File: src/rtl/la_pkg.sv
// rtl/la_pkg.sv - shared state encodings and trigger-mode constants for the capture sequencer
package la_pkg;

  localparam int LA_STATE_W = 3;

  typedef enum logic [LA_STATE_W-1:0] {
    LA_IDLE    = 3'd0,
    LA_ARMED   = 3'd1,
    LA_DELAY   = 3'd2,
    LA_CAPTURE = 3'd3,
    LA_DONE    = 3'd4
  } la_state_e;

  localparam logic [1:0] LA_TRIG_RISE  = 2'b00;
  localparam logic [1:0] LA_TRIG_FALL  = 2'b01;
  localparam logic [1:0] LA_TRIG_BOTH  = 2'b10;
  localparam logic [1:0] LA_TRIG_LEVEL = 2'b11;

endpackage

File: src/rtl/la_trig_qualify.sv
// rtl/la_trig_qualify.sv - trigger edge/level qualification against the previous trigger sample
module la_trig_qualify
  import la_pkg::*;
(
  input  logic       clk,
  input  logic       rst,
  input  logic       trig_in,
  input  logic [1:0] trig_mode,
  output logic       qualified
);

  logic trig_prev_q;
  logic trig_prev_d;

  always_comb trig_prev_d = trig_in;

  always_ff @(posedge clk or posedge rst) begin
    if (rst) trig_prev_q <= 1'b0;
    else     trig_prev_q <= trig_prev_d;
  end

  always_comb begin
    qualified = 1'b0;
    case (trig_mode)
      LA_TRIG_RISE:  qualified = trig_in & ~trig_prev_q;
      LA_TRIG_FALL:  qualified = ~trig_in & trig_prev_q;
      LA_TRIG_BOTH:  qualified = trig_in ^ trig_prev_q;
      LA_TRIG_LEVEL: qualified = trig_in;
      default:       qualified = 1'b0;
    endcase
  end

endmodule

File: src/rtl/la_capture_sequencer.sv
// rtl/la_capture_sequencer.sv - arm/trigger/delay/capture/done sequencer driving the sample window
module la_capture_sequencer
  import la_pkg::*;
#(
  parameter int pCAPTURE_DEPTH = 1024,
  parameter int pCOUNT_WIDTH   = 10,
  parameter int pDELAY_WIDTH   = 16
) (
  input  logic                    observer_clk,
  input  logic                    reset,
  input  logic                    arm,
  input  logic                    abort,
  input  logic                    trig_in,
  input  logic [1:0]              trig_mode,
  input  logic [pDELAY_WIDTH-1:0] delay,
  input  logic [pCOUNT_WIDTH-1:0] length,
  input  logic                    auto_rearm,
  input  logic                    done_ack,
  output logic                    capture_go,
  output logic                    capture_en,
  output logic [pCOUNT_WIDTH-1:0] sample_count,
  output logic [LA_STATE_W-1:0]   state,
  output logic                    done,
  output logic                    overrun
);

  localparam logic [pCOUNT_WIDTH-1:0] MAX_LEN = pCOUNT_WIDTH'(pCAPTURE_DEPTH - 1);

  la_state_e               state_q, state_d;
  logic [pDELAY_WIDTH-1:0] delay_cfg_q, delay_cfg_d;
  logic [pDELAY_WIDTH-1:0] delay_cnt_q, delay_cnt_d;
  logic [pCOUNT_WIDTH-1:0] len_q, len_d;
  logic [1:0]              mode_q, mode_d;
  logic [pCOUNT_WIDTH-1:0] sample_count_q, sample_count_d;
  logic                    capture_go_q, capture_go_d;
  logic                    capture_en_q, capture_en_d;
  logic                    done_q, done_d;
  logic                    overrun_q, overrun_d;
  logic                    qualified;
  logic                    arm_accept;

  la_trig_qualify u_trig_qualify (
    .clk       (observer_clk),
    .rst       (reset),
    .trig_in   (trig_in),
    .trig_mode (mode_q),
    .qualified (qualified)
  );

  // arm is only honoured from IDLE or DONE, and never alongside abort
  assign arm_accept = arm && !abort && (state_q == LA_IDLE || state_q == LA_DONE);

  always_ff @(posedge observer_clk or posedge reset) begin
    if (reset) begin
      state_q        <= LA_IDLE;
      delay_cfg_q    <= '0;
      delay_cnt_q    <= '0;
      len_q          <= '0;
      mode_q         <= '0;
      sample_count_q <= '0;
      capture_go_q   <= 1'b0;
      capture_en_q   <= 1'b0;
      done_q         <= 1'b0;
      overrun_q      <= 1'b0;
    end else begin
      state_q        <= state_d;
      delay_cfg_q    <= delay_cfg_d;
      delay_cnt_q    <= delay_cnt_d;
      len_q          <= len_d;
      mode_q         <= mode_d;
      sample_count_q <= sample_count_d;
      capture_go_q   <= capture_go_d;
      capture_en_q   <= capture_en_d;
      done_q         <= done_d;
      overrun_q      <= overrun_d;
    end
  end

  always_comb begin
    state_d = state_q;
    if (abort) begin
      state_d = LA_IDLE;
    end else begin
      case (state_q)
        LA_IDLE:    if (arm) state_d = LA_ARMED;
        LA_ARMED:   if (qualified) state_d = (delay_cfg_q != '0) ? LA_DELAY : LA_CAPTURE;
        LA_DELAY:   if (delay_cnt_q == '0) state_d = LA_CAPTURE;
        LA_CAPTURE: if (sample_count_q == len_q) state_d = LA_DONE;
        LA_DONE: begin
          if (arm)           state_d = LA_ARMED;
          else if (done_ack) state_d = auto_rearm ? LA_ARMED : LA_IDLE;
        end
        default:    state_d = LA_IDLE;
      endcase
    end
  end

  always_comb begin
    delay_cfg_d    = arm_accept ? delay : delay_cfg_q;
    mode_d         = arm_accept ? trig_mode : mode_q;
    len_d          = len_q;
    if (arm_accept) len_d = (length > MAX_LEN) ? MAX_LEN : length;

    // loaded with delay-1 so the DELAY state lasts exactly delay cycles
    delay_cnt_d = delay_cnt_q;
    if (state_q == LA_ARMED && state_d == LA_DELAY)
      delay_cnt_d = delay_cfg_q - pDELAY_WIDTH'(1);
    else if (state_q == LA_DELAY && delay_cnt_q != '0)
      delay_cnt_d = delay_cnt_q - pDELAY_WIDTH'(1);

    sample_count_d = '0;
    if (state_q == LA_CAPTURE && state_d == LA_CAPTURE)
      sample_count_d = sample_count_q + pCOUNT_WIDTH'(1);

    capture_en_d = (state_d == LA_CAPTURE);
    capture_go_d = (state_d == LA_CAPTURE) && (state_q != LA_CAPTURE);
    done_d       = (state_d == LA_DONE);

    overrun_d = overrun_q;
    if (arm_accept)
      overrun_d = 1'b0;
    else if (qualified && (state_q == LA_DELAY || state_q == LA_CAPTURE))
      overrun_d = 1'b1;
  end

  assign capture_go   = capture_go_q;
  assign capture_en   = capture_en_q;
  assign sample_count = sample_count_q;
  assign state        = state_q;
  assign done         = done_q;
  assign overrun      = overrun_q;

endmodule

File: config.mk
export PLATFORM = sky130hd
export DESIGN_NAME = la_capture_sequencer
export DESIGN_NICKNAME = d
export VERILOG_FILES = /design/src/rtl/la_pkg.sv /design/src/rtl/la_trig_qualify.sv /design/src/rtl/la_capture_sequencer.sv
export SDC_FILE = /design/constraint.sdc
export NUM_CORES = 1
export LEC_CHECK = 0
export BUFFER_PORTS_ARGS = -buffer_cell sky130_fd_sc_hd__buf_2
export CAP_MARGIN = 20
export CORE_MARGIN = 3
export CORE_UTILIZATION = 25
export CTS_BUF_LIST = sky130_fd_sc_hd__clkbuf_4
export DETAILED_ROUTE_END_ITERATION = 6
export PLACE_DENSITY = 0.45
export SYNTH_ARGS = -nofsm -noshare
export SYNTH_HDL_FRONTEND = slang
export SYNTH_SLANG_ARGS = --single-unit
File: constraint.sdc
create_clock -name observer_clk -period 4 [get_ports observer_clk]
set_input_delay 0.8 -clock observer_clk [delete_from_list [all_inputs] [get_ports observer_clk]]
set_output_delay 0.8 -clock observer_clk [all_outputs]
set_load 0.005 [all_outputs]
Word-level counts from Yosys, hierarchy flattened
Index checks and enable logic that the tools add are counted.
{"block": "classes", "bitwise": 5, "add_sub_neg": 3, "order_cmp": 1, "eq_ne": 12, "n_mux": 17, "n_reduce_logical": 17}
{"cell": "$mux 16", "n": 2}
{"cell": "$reduce_bool 16->1", "n": 2}
{"cell": "$sub 16x1->16 const B", "n": 2}
{"cell": "$mux 3", "n": 7}
{"cell": "$mux 10", "n": 2}
{"cell": "$logic_not 16->1", "n": 1}
{"cell": "$pmux 3 s5", "n": 1}
{"cell": "$eq 3x2->1 const B", "n": 4}
{"cell": "$add 10x1->10 const B", "n": 1}
{"cell": "$eq 10x10->1", "n": 1}
{"cell": "$gt 10x10->1 const B", "n": 1}
{"cell": "$logic_and 1x1->1", "n": 7}
{"cell": "$eq 3x3->1 const B", "n": 2}
{"cell": "$eq 2x2->1 const B", "n": 2}
{"cell": "$mux 1", "n": 4}
{"cell": "$pmux 1 s4", "n": 1}
{"cell": "$reduce_bool 2->1", "n": 2}
{"cell": "$eq 3x1->1 const B", "n": 1}
{"cell": "$logic_not 3->1", "n": 1}
{"cell": "$ne 3x2->1 const B", "n": 1}
{"cell": "$and 1x1->1", "n": 2}
{"cell": "$eq 2x1->1 const B", "n": 1}
{"cell": "$logic_not 2->1", "n": 1}
{"cell": "$logic_or 1x1->1", "n": 2}
{"cell": "other kinds (3)", "n": 4}
{"block": "word_totals", "ff_bits": 62, "word_cells": 66, "output_inout_bits": 17, "in_bits": 35}

Logic depth before layout (Yosys ltp)
Gate-level depths: netlist (run 1).
{"block": "depth", "ltp_word": 9, "depth_mapped": 13, "mapped_depth_nobuf": 11}

Modules after synthesis
A second synthesis (run 1) with hierarchy kept.
{"block": "hier_totals", "hier_cells": 299, "hier_area_um2": 3290.7}
{"module": "la_capture_sequencer", "area_per_inst_um2": 3203.1, "instances": 1, "cells_per_inst": 291, "seq_area_each_um2": 1526.5}
{"module": "la_trig_qualify", "area_per_inst_um2": 87.6, "instances": 1, "cells_per_inst": 8, "seq_area_each_um2": 25.0}

Worst setup path before layout (run 1)
No wires, ideal clock.
{"block": "synth_path", "kind": "input -> register", "startpoint": "input port trig_in", "endpoint": "register delay_cnt_q[8]", "cell_stages": 12, "t_required_ns": 3.921, "path_slack_ns": 0.445, "t_arrival_ns": 3.476, "cell_sequence": "inv_1 ha_1 mux4_2 a211oi_1 buf_6 buf_6 mux2i_1 ha_1 nand3_1 or4_1 xor2_1 mux2i_1"}
{"block": "synth_between", "elab_chain_len": 9}
{"element": "start, declared", "line_no": "la_capture_sequencer.sv:13", "source": "input logic trig_in,"}
{"element": "$not 1->1", "line_no": "la_trig_qualify.sv:26", "source": "LA_TRIG_FALL: qualified = ~trig_in & trig_prev_q;"}
{"element": "$and 1x1->1", "line_no": "la_trig_qualify.sv:26"}
{"element": "$pmux 1 s4 (*)", "line_no": "la_trig_qualify.sv:24", "source": "case (trig_mode)"}
{"element": "$mux 3 (*)", "line_no": "la_capture_sequencer.sv:86", "source": "LA_ARMED: if (qualified) state_d = (delay_cfg_q != '0) ? LA_DELAY : LA_CAPTURE;"}
{"element": "$pmux 3 s5 (*)", "line_no": "la_capture_sequencer.sv:84", "source": "case (state_q)"}
{"element": "$mux 3 (*)", "line_no": "la_capture_sequencer.sv:81", "source": "if (abort) begin"}
{"element": "$eq 3x2->1 (*)", "line_no": "la_capture_sequencer.sv:106", "source": "if (state_q == LA_ARMED && state_d == LA_DELAY)"}
{"element": "$logic_and 1x1->1 (*)", "line_no": "la_capture_sequencer.sv:106"}
{"element": "$mux 16 or $reduce_bool 2->1 (tied branches)"}
{"element": "end signal, assigned", "line_no": "la_capture_sequencer.sv:68", "source": "delay_cnt_q <= delay_cnt_d;"}
{"element": "end, declared", "line_no": "la_capture_sequencer.sv:31", "source": "logic [pDELAY_WIDTH-1:0] delay_cnt_q, delay_cnt_d;"}
Mark *: on every way between the ends. The rest lies on a longest branch, timed or not.
A chain may end at the register's enable or synchronous reset.

Worst setup path in the final report (run 1)
Same ends and word-level chain as after synthesis.

==> impl_metrics.py, run 1 <==
metrics = {
    "run_status": {
        "status": "finished, final reports clean",
    },
    "worst_setup_path": {
        "worstSetupStartpointType": "input port",
        "crit_buf_inv": 3,
        "crit_path_end_kind": "flip-flop",
        "cp.required_ns": 4.36,
        "crit_fanout": 9,
        "crit_family": "multiplexers",
        "critPathKind": "input port to flip-flop",
        "critical_path_arrival_ns": 3.65,
        "cp_slowest_cell": "mux4_2",
        "crit_chain": "buf_2, inv_1, ha_1, mux4_2, a211oi_2, buf_4, mux2i_1, ha_1, nand3_1, or4_1, xor2_1, mux2i_1",
        "max_stage_delay_ns": 0.57,
    },
    "timing": {
        "hold_slack_ns": 0.455,
        "setup_slack_ns": 0.717,
        "fin_crit_sh": 0.821,
        "rsz0062_at_grt": "no",
        "slew_viol_final": 0,
        "tns_ns": 0,
        "fin_worst_skew_ns": 0.00972,
        "setup_viol": 0,
        "max_freq_mhz": 305,
        "tightestPinTransition_ns": 0.666,
        "min_period_ns": 3.28,
        "slew_headroom": 0.555,
        "hold_violations": 0,
    },
    "clock_tree": {
        "clkTransAtPathRegs_ns": 0.10,
        "clkLatencyLatePin_ns": 0.43,
        "cts_htree_levels": 3,
        "ctsHoldBuffers": 0,
        "cts_made_buffers": 9,
        "clockBufferDepth": 2,
        "clockRootBuffer": "clkbuf_4",
        "cts_tree": "yes",
        "cts_sinks": 62,
        "post-cts-setup-buffers": 0,
        "cts_resized": 0,
    },
    "drt": {
        "num_vias": 2585,
        "routedWlPerCell_um": 15.2,
        "drt_iter0_drc": 130,
        "firstDrtPassIters": 4,
        "drc": 0,
        "wl_mm": 8.28,
        "ant_nets": 0,
        "viasPerCell": 4.76,
    },
    "global_route": {
        "grt.total_usage": 0.120,
        "antenna_found_initial": 0,
        "grt_pass1_wl_mm": 13.9,
        "grt_start_max_net_pins": 33,
        "grt_pass1_vias": 2684,
        "grt-ovfl-total": 0,
    },
    "min_path": {
        "hold_path.class": "input port to asynchronous set/reset pin",
    },
    "final_layout": {
        "final_common_cell": "dfrtp_1",
        "nets": 405,
        "drive_gt1_frac": 0.297,
        "final_cell_mix": "dfrtp_1 (62), buf_2 (51), mux2_2 (28)",
        "areaGrowthSynthToFinish_pct": 17.6,
        "fill_cells": 1316,
    },
    "synthesis": {
        "synth-simple-area-share": 0.189,
        "synth.top_cell.area_share": 0.470,
        "syn_area_sq_mm": 0.00330,
        "ys_seq_elements": 62,
        "avgSynthCellArea_sq_um": 10.7,
        "synth-xor-area-share": 0.0823,
        "syn_nets": 348,
        "synth_ff_type": "dfrtp_1",
        "synthAdderAreaFrac": 0.0152,
        "synth-compound-area-share": 0.0955,
        "synth_area_leaders": "dfrtp_1 (47%), mux2_2 (9.6%), xnor2_1 (5.6%)",
        "ys_seq_area_frac": 0.470,
        "yosysWarnings": 0,
        "synthArstFlopShare": 1.00,
        "synth_top_family_by_area": "simple AND/OR/NAND/NOR gates",
        "synth_edf_count": 0,
        "muxShareOfSynthArea": 0.118,
        "synth_cell_types": 49,
        "synth_cells": 309,
        "yosys.area.top_type": "dfrtp_1",
    },
    "floorplanning": {
        "die_area_sq_mm": 0.0146,
        "fp.dieH_um": 121,
        "initial_core_util": 0.258,
        "die_x_um": 121,
        "ios": 52,
        "core_sq_mm": 0.0128,
        "std_cell_rows": 41,
    },
    "pwr": {
        "power_density_mw_per_mm2": 511,
        "ir_worst_vdd_mv": 0.212,
        "seq_power_share": 0.512,
        "p_sw_frac": 0.350,
        "intPower_w": 0.00129,
        "p_comb_frac": 0.267,
        "clockPowerShare": 0.221,
        "p_leak_nw": 1.57,
        "power_w": 0.00198,
        "p_sw_w": 0.000694,
    },
    "placed_design": {
        "numPortBuffers": 51,
        "gp_congestion": 0.795,
        "post-dp-hpwl_mm": 6.10,
        "dpl_worst_slack_ns": 0.277,
    },
    "job": {
        "drv_cap": 0,
    },
}
[per-layer routing]
metal,track usage,part of all wire,vias up
met4,0.0475,0.020,0
met2,0.180,0.45,57
met5,0,0,-
met1,0.169,0.50,1262
met3,0.0275,0.035,11
li1,-,-,1255
[cell type report]
| type | instances | area, sq um | share of cell area |
|---|---|---|---|
| Antenna cell | 1 | 2.50 | 0.000645 |
| Timing Repair Buffer | 56 | 293 | 0.0754 |
| Clock buffer | 13 | 97.6 | 0.0251 |
| Clock inverter | 2 | 33.8 | 0.00870 |
| Multi-Input combinational cell | 229 | 1660 | 0.427 |
| Sequential cell | 62 | 1550 | 0.400 |
| Inverter | 8 | 30.0 | 0.00773 |
| Tap cell | 172 | 215 | 0.0554 |
[synth_stat cells (2+ instances only)]
cell / number
nand4_1: 4
nand3_1: 9
nand2_1: 13
xnor2_1: 21
nor4_2: 2
nor4_1: 9
or4_1: 7
inv_1: 8
mux2_2: 28
clkbuf_1: 3
xor2_1: 10
a211oi_1: 7
ha_1: 4
nor2_1: 27
mux2i_1: 5
buf_6: 4
o21ai_0: 10
or3_1: 7
nand3b_1: 2
and3_1: 6
nor2b_1: 2
nor3_1: 15
a31oi_1: 3
buf_2: 2
o21a_1: 3
o211ai_1: 3
nor4b_1: 2
o31ai_1: 3
a21oi_1: 9
dfrtp_1: 62
[registers in the layout, indices dropped and copies added, names as in the netlist, 2 cells and up]
| register | count |
|---|---|
| state | 3 |
| mode_q | 2 |
| sample_count | 10 |
| len_q | 10 |
| delay_cnt_q | 16 |
| delay_cfg_q | 16 |
[worst paths after layout]
| kind | startpoint | end | slack (ns) | depth (start not counted) |
|---|---|---|---|---|
| max | trig_in | delay_cnt_q[8] | 0.72 | 12 |
| min | reset | len_q[6] | 0.46 | 2 |
| max reg2reg | delay_cfg_q[7] | delay_cnt_q[8] | 0.85 | 10 |
| min reg2reg | delay_cnt_q[10] | delay_cnt_q[10] | 0.52 | 1 |
| max in group asynchronous | reset | delay_cfg_q[6] | 2.67 | 3 |
| min in group observer_clk | trig_in | u_trig_qualify.trig_prev_q | 0.51 | 1 |
[power by group through the flow]
stage / Sequential [W] / Clock [W] / Combinational [W]
finish: 0.00102 / 0.000438 / 0.000530
global placement: 0.00103 / 0 / 0.000529
global route: 0.00105 / 0.000478 / 0.000602
detailed placement: 0.00103 / 0 / 0.000534
floorplan: 0.000959 / 0 / 0.000434
CTS: 0.00102 / 0.000460 / 0.000536
[worst reg2reg max path: stages (launching register included)]
cell and delay, ns:
dfrtp_1 0.45, or4_1 0.66, nor3_4 0.27, a211oi_2 0.10
buf_4 0.17, mux2i_1 0.16, ha_1 0.30, nand3_1 0.23
or4_1 0.47, xor2_1 0.16, mux2i_1 0.12
[cell families (layout without fill, tap and decap cells)]
kind of cell    Yosys count  count (layout)
simple gates            112             112
flops                    62              62
compound gates           48              48
mux                      34              34
xor+xnor                 31              31
buf+inv                  18              79
fa+ha+maj                 4               4
other cells               0               1
[stage by stage]
stage	std cells	util	cell area, sq um
floorplan	309	-	3300
global placement	527	0.293	3750
detailed placement	527	0.293	3750
CTS	542	0.304	3880
global route	542	0.304	3880
finish	543	0.304	3880
(Power assumes the default switching activity.)
==> inputs of run 2 (changes only) <==
Settings changed: PLACE_DENSITY 0.45 to 0.46.
Clock period 4 ns to 2.9 ns, I/O delays scaled along.
==> impl_metrics.py, run 2 (synthesis gave the netlist of run 1 again) <==
metrics = {
    "drt": {
        "routedWlPerCell_um": 15.1,
        "drc": 0,
        "viasPerCell": 4.70,
        "num_vias": 2634,
        "ant_nets": 0,
        "wl_mm": 8.50,
        "drt_iter0_drc": 128,
        "firstDrtPassIters": 4,
    },
    "timing": {
        "setup_viol": 0,
        "slew_viol_final": 0,
        "fin_crit_sh": 0.951,
        "rsz0062_at_grt": "yes",
        "tightestPinTransition_ns": 0.702,
        "max_freq_mhz": 363,
        "slew_headroom": 0.531,
        "tns_ns": 0,
        "hold_violations": 0,
        "fin_worst_skew_ns": 0.0197,
        "min_period_ns": 2.76,
    },
    "worst_setup_path": {
        "cp.required_ns": 3.25,
        "reg2regPathDepth": 9,
        "crit_fanout": 5,
        "r2r_slack_ns": 0.14,
        "max_stage_delay_ns": 0.64,
        "crit_path_end_kind": "flip-flop",
        "critical_path_arrival_ns": 3.10,
        "cp_slowest_cell": "or4_1",
        "crit_chain": "or4_1, nor3_4, a211oi_4, mux2i_1, ha_2, nand3_2, or4_1, xor2_1, mux2i_1",
        "critPathKind": "flip-flop to flip-flop",
        "worstSetupStartpointType": "flip-flop",
        "rr_startpoint": "delay_cfg_q[8]",
        "rr_endpoint": "delay_cnt_q[8]",
    },
    "floorplanning": {
        "die_area_sq_mm": 0.0146,
        "core_sq_mm": 0.0128,
        "initial_core_util": 0.258,
        "ios": 52,
        "die_x_um": 121,
        "fp.dieH_um": 121,
        "std_cell_rows": 41,
    },
    "pwr": {
        "p_sw_w": 0.00103,
        "seq_power_share": 0.460,
        "power_density_mw_per_mm2": 733,
        "p_comb_frac": 0.283,
        "p_leak_nw": 1.67,
        "ir_worst_vdd_mv": 0.241,
        "clockPowerShare": 0.258,
        "p_sw_frac": 0.339,
        "intPower_w": 0.00200,
    },
    "clock_tree": {
        "cts_tree": "yes",
        "clockBufferDepth": 2,
        "cts_sinks": 62,
        "clkLatencyLatePin_ns": 0.43,
        "cts_resized": 0,
        "cts_made_buffers": 9,
        "clkTransAtPathRegs_ns": 0.12,
        "ctsHoldBuffers": 0,
        "clockRootBuffer": "clkbuf_4",
        "cts_htree_levels": 3,
        "post-cts-setup-buffers": 0,
    },
    "job": {
        "drv_cap": 0,
    },
    "global_route": {
        "grt_pass1_wl_mm": 13.9,
        "grt_pass1_vias": 2607,
        "antenna_found_initial": 0,
        "grt.total_usage": 0.122,
        "grt_start_max_net_pins": 33,
        "grt-ovfl-total": 0,
    },
    "final_layout": {
        "fill_cells": 1326,
        "multi_input_comb_area_sq_mm": 0.00170,
        "areaGrowthSynthToFinish_pct": 25.2,
        "final_common_cell": "dfrtp_1",
        "seq_area_sq_mm": 0.00155,
        "reg_top3": "delay_cfg_q (16), delay_cnt_q (16)",
        "utilization": 0.324,
        "nets": 422,
        "final_cell_mix": "dfrtp_1 (62), buf_2 (51), mux2_2 (28)",
        "drive_gt1_frac": 0.345,
    },
    "run_status": {
        "status": "finished, final reports clean",
    },
    "placed_design": {
        "gp_congestion": 0.850,
        "numPortBuffers": 51,
        "post-dp-hpwl_mm": 6.37,
    },
    "min_path": {
        "hold_path.class": "input port to asynchronous set/reset pin",
    },
}
[run 2: cell count changes in the layout (fill, tap and decap cells not counted), moves of 2 or more]
cell	change
clkbuf_4	-3
nor4_2	+2
buf_4	+15
nor4_1	-2
ha_1	-2
bufinv_16	+2
[run 2: worst max-delay path by stage]
stage	depth (start not counted)	slack, ns	to	from
5_1_grt	12	-0.03	delay_cnt_q[14]	u_trig_qualify.trig_prev_q
2_1_floorplan	12	-0.22	delay_cnt_q[8]	trig_in
3_5_place_dp	12	-0.31	delay_cnt_q[14]	trig_in
4_1_cts	12	0.07	delay_cnt_q[14]	u_trig_qualify.trig_prev_q
6_report	9	0.14	delay_cnt_q[8]	delay_cfg_q[8]
3_3_place_gp	12	-0.27	delay_cnt_q[14]	trig_in
[run 2: stage by stage]
step	setup slack (ns)	std cells	area, sq um	hold slack (ns)	power, W
2_1_floorplan	-0.215	309	3340	0.450	0.00193
3_3_place_gp	-0.268	544	3920	0.493	0.00225
3_5_place_dp	-0.310	544	3920	0.497	0.00226
4_1_cts	0.0667	560	4110	0.249	0.00305
5_1_grt	-0.0258	560	4130	0.273	0.00324
6_report	0.143	561	4130	0.246	0.00303
[run 2: layout make-up]
| class | count | share of cell area |
|---|---|---|
| well taps | 172 | 0.0521 |
| flip-flops and latches | 62 | 0.375 |
| clock inverters | 6 | 0.0266 |
| diodes | 1 | 0.000606 |
| multi-input cells | 229 | 0.411 |
| repair buffers | 73 | 0.106 |
| inverters | 8 | 0.0103 |
| clock buffers | 10 | 0.0182 |
[run 2: routing by layer]
metal / vias to the layer above / track usage / share of wire
met5: - / 0 / 0
met4: 0 / 0.0404 / 0.016
li1: 1289 / - / -
met3: 12 / 0.0308 / 0.036
met2: 44 / 0.191 / 0.48
met1: 1289 / 0.165 / 0.47
[run 2: power by group through the flow]
stage	Clock, W	Sequential [W]	Combinational (W)
after CTS	0.000805	0.00139	0.000860
after detailed placement	0	0.00140	0.000856
final	0.000780	0.00139	0.000857
after global placement	0	0.00140	0.000841
after floorplan	0	0.00132	0.000608
after global routing	0.000849	0.00143	0.000960
[run 2: worst max-delay path: cells and delay by family (launching register included)]
kind                       cells  cell delay [ns]
xor gates and xnor gates       1             0.15
adders and majority gates      1             0.21
AOI/OAI and AO/OA              1             0.12
muxes                          2             0.29
and+or+nand+nor                4             1.46
DFF                            1             0.45
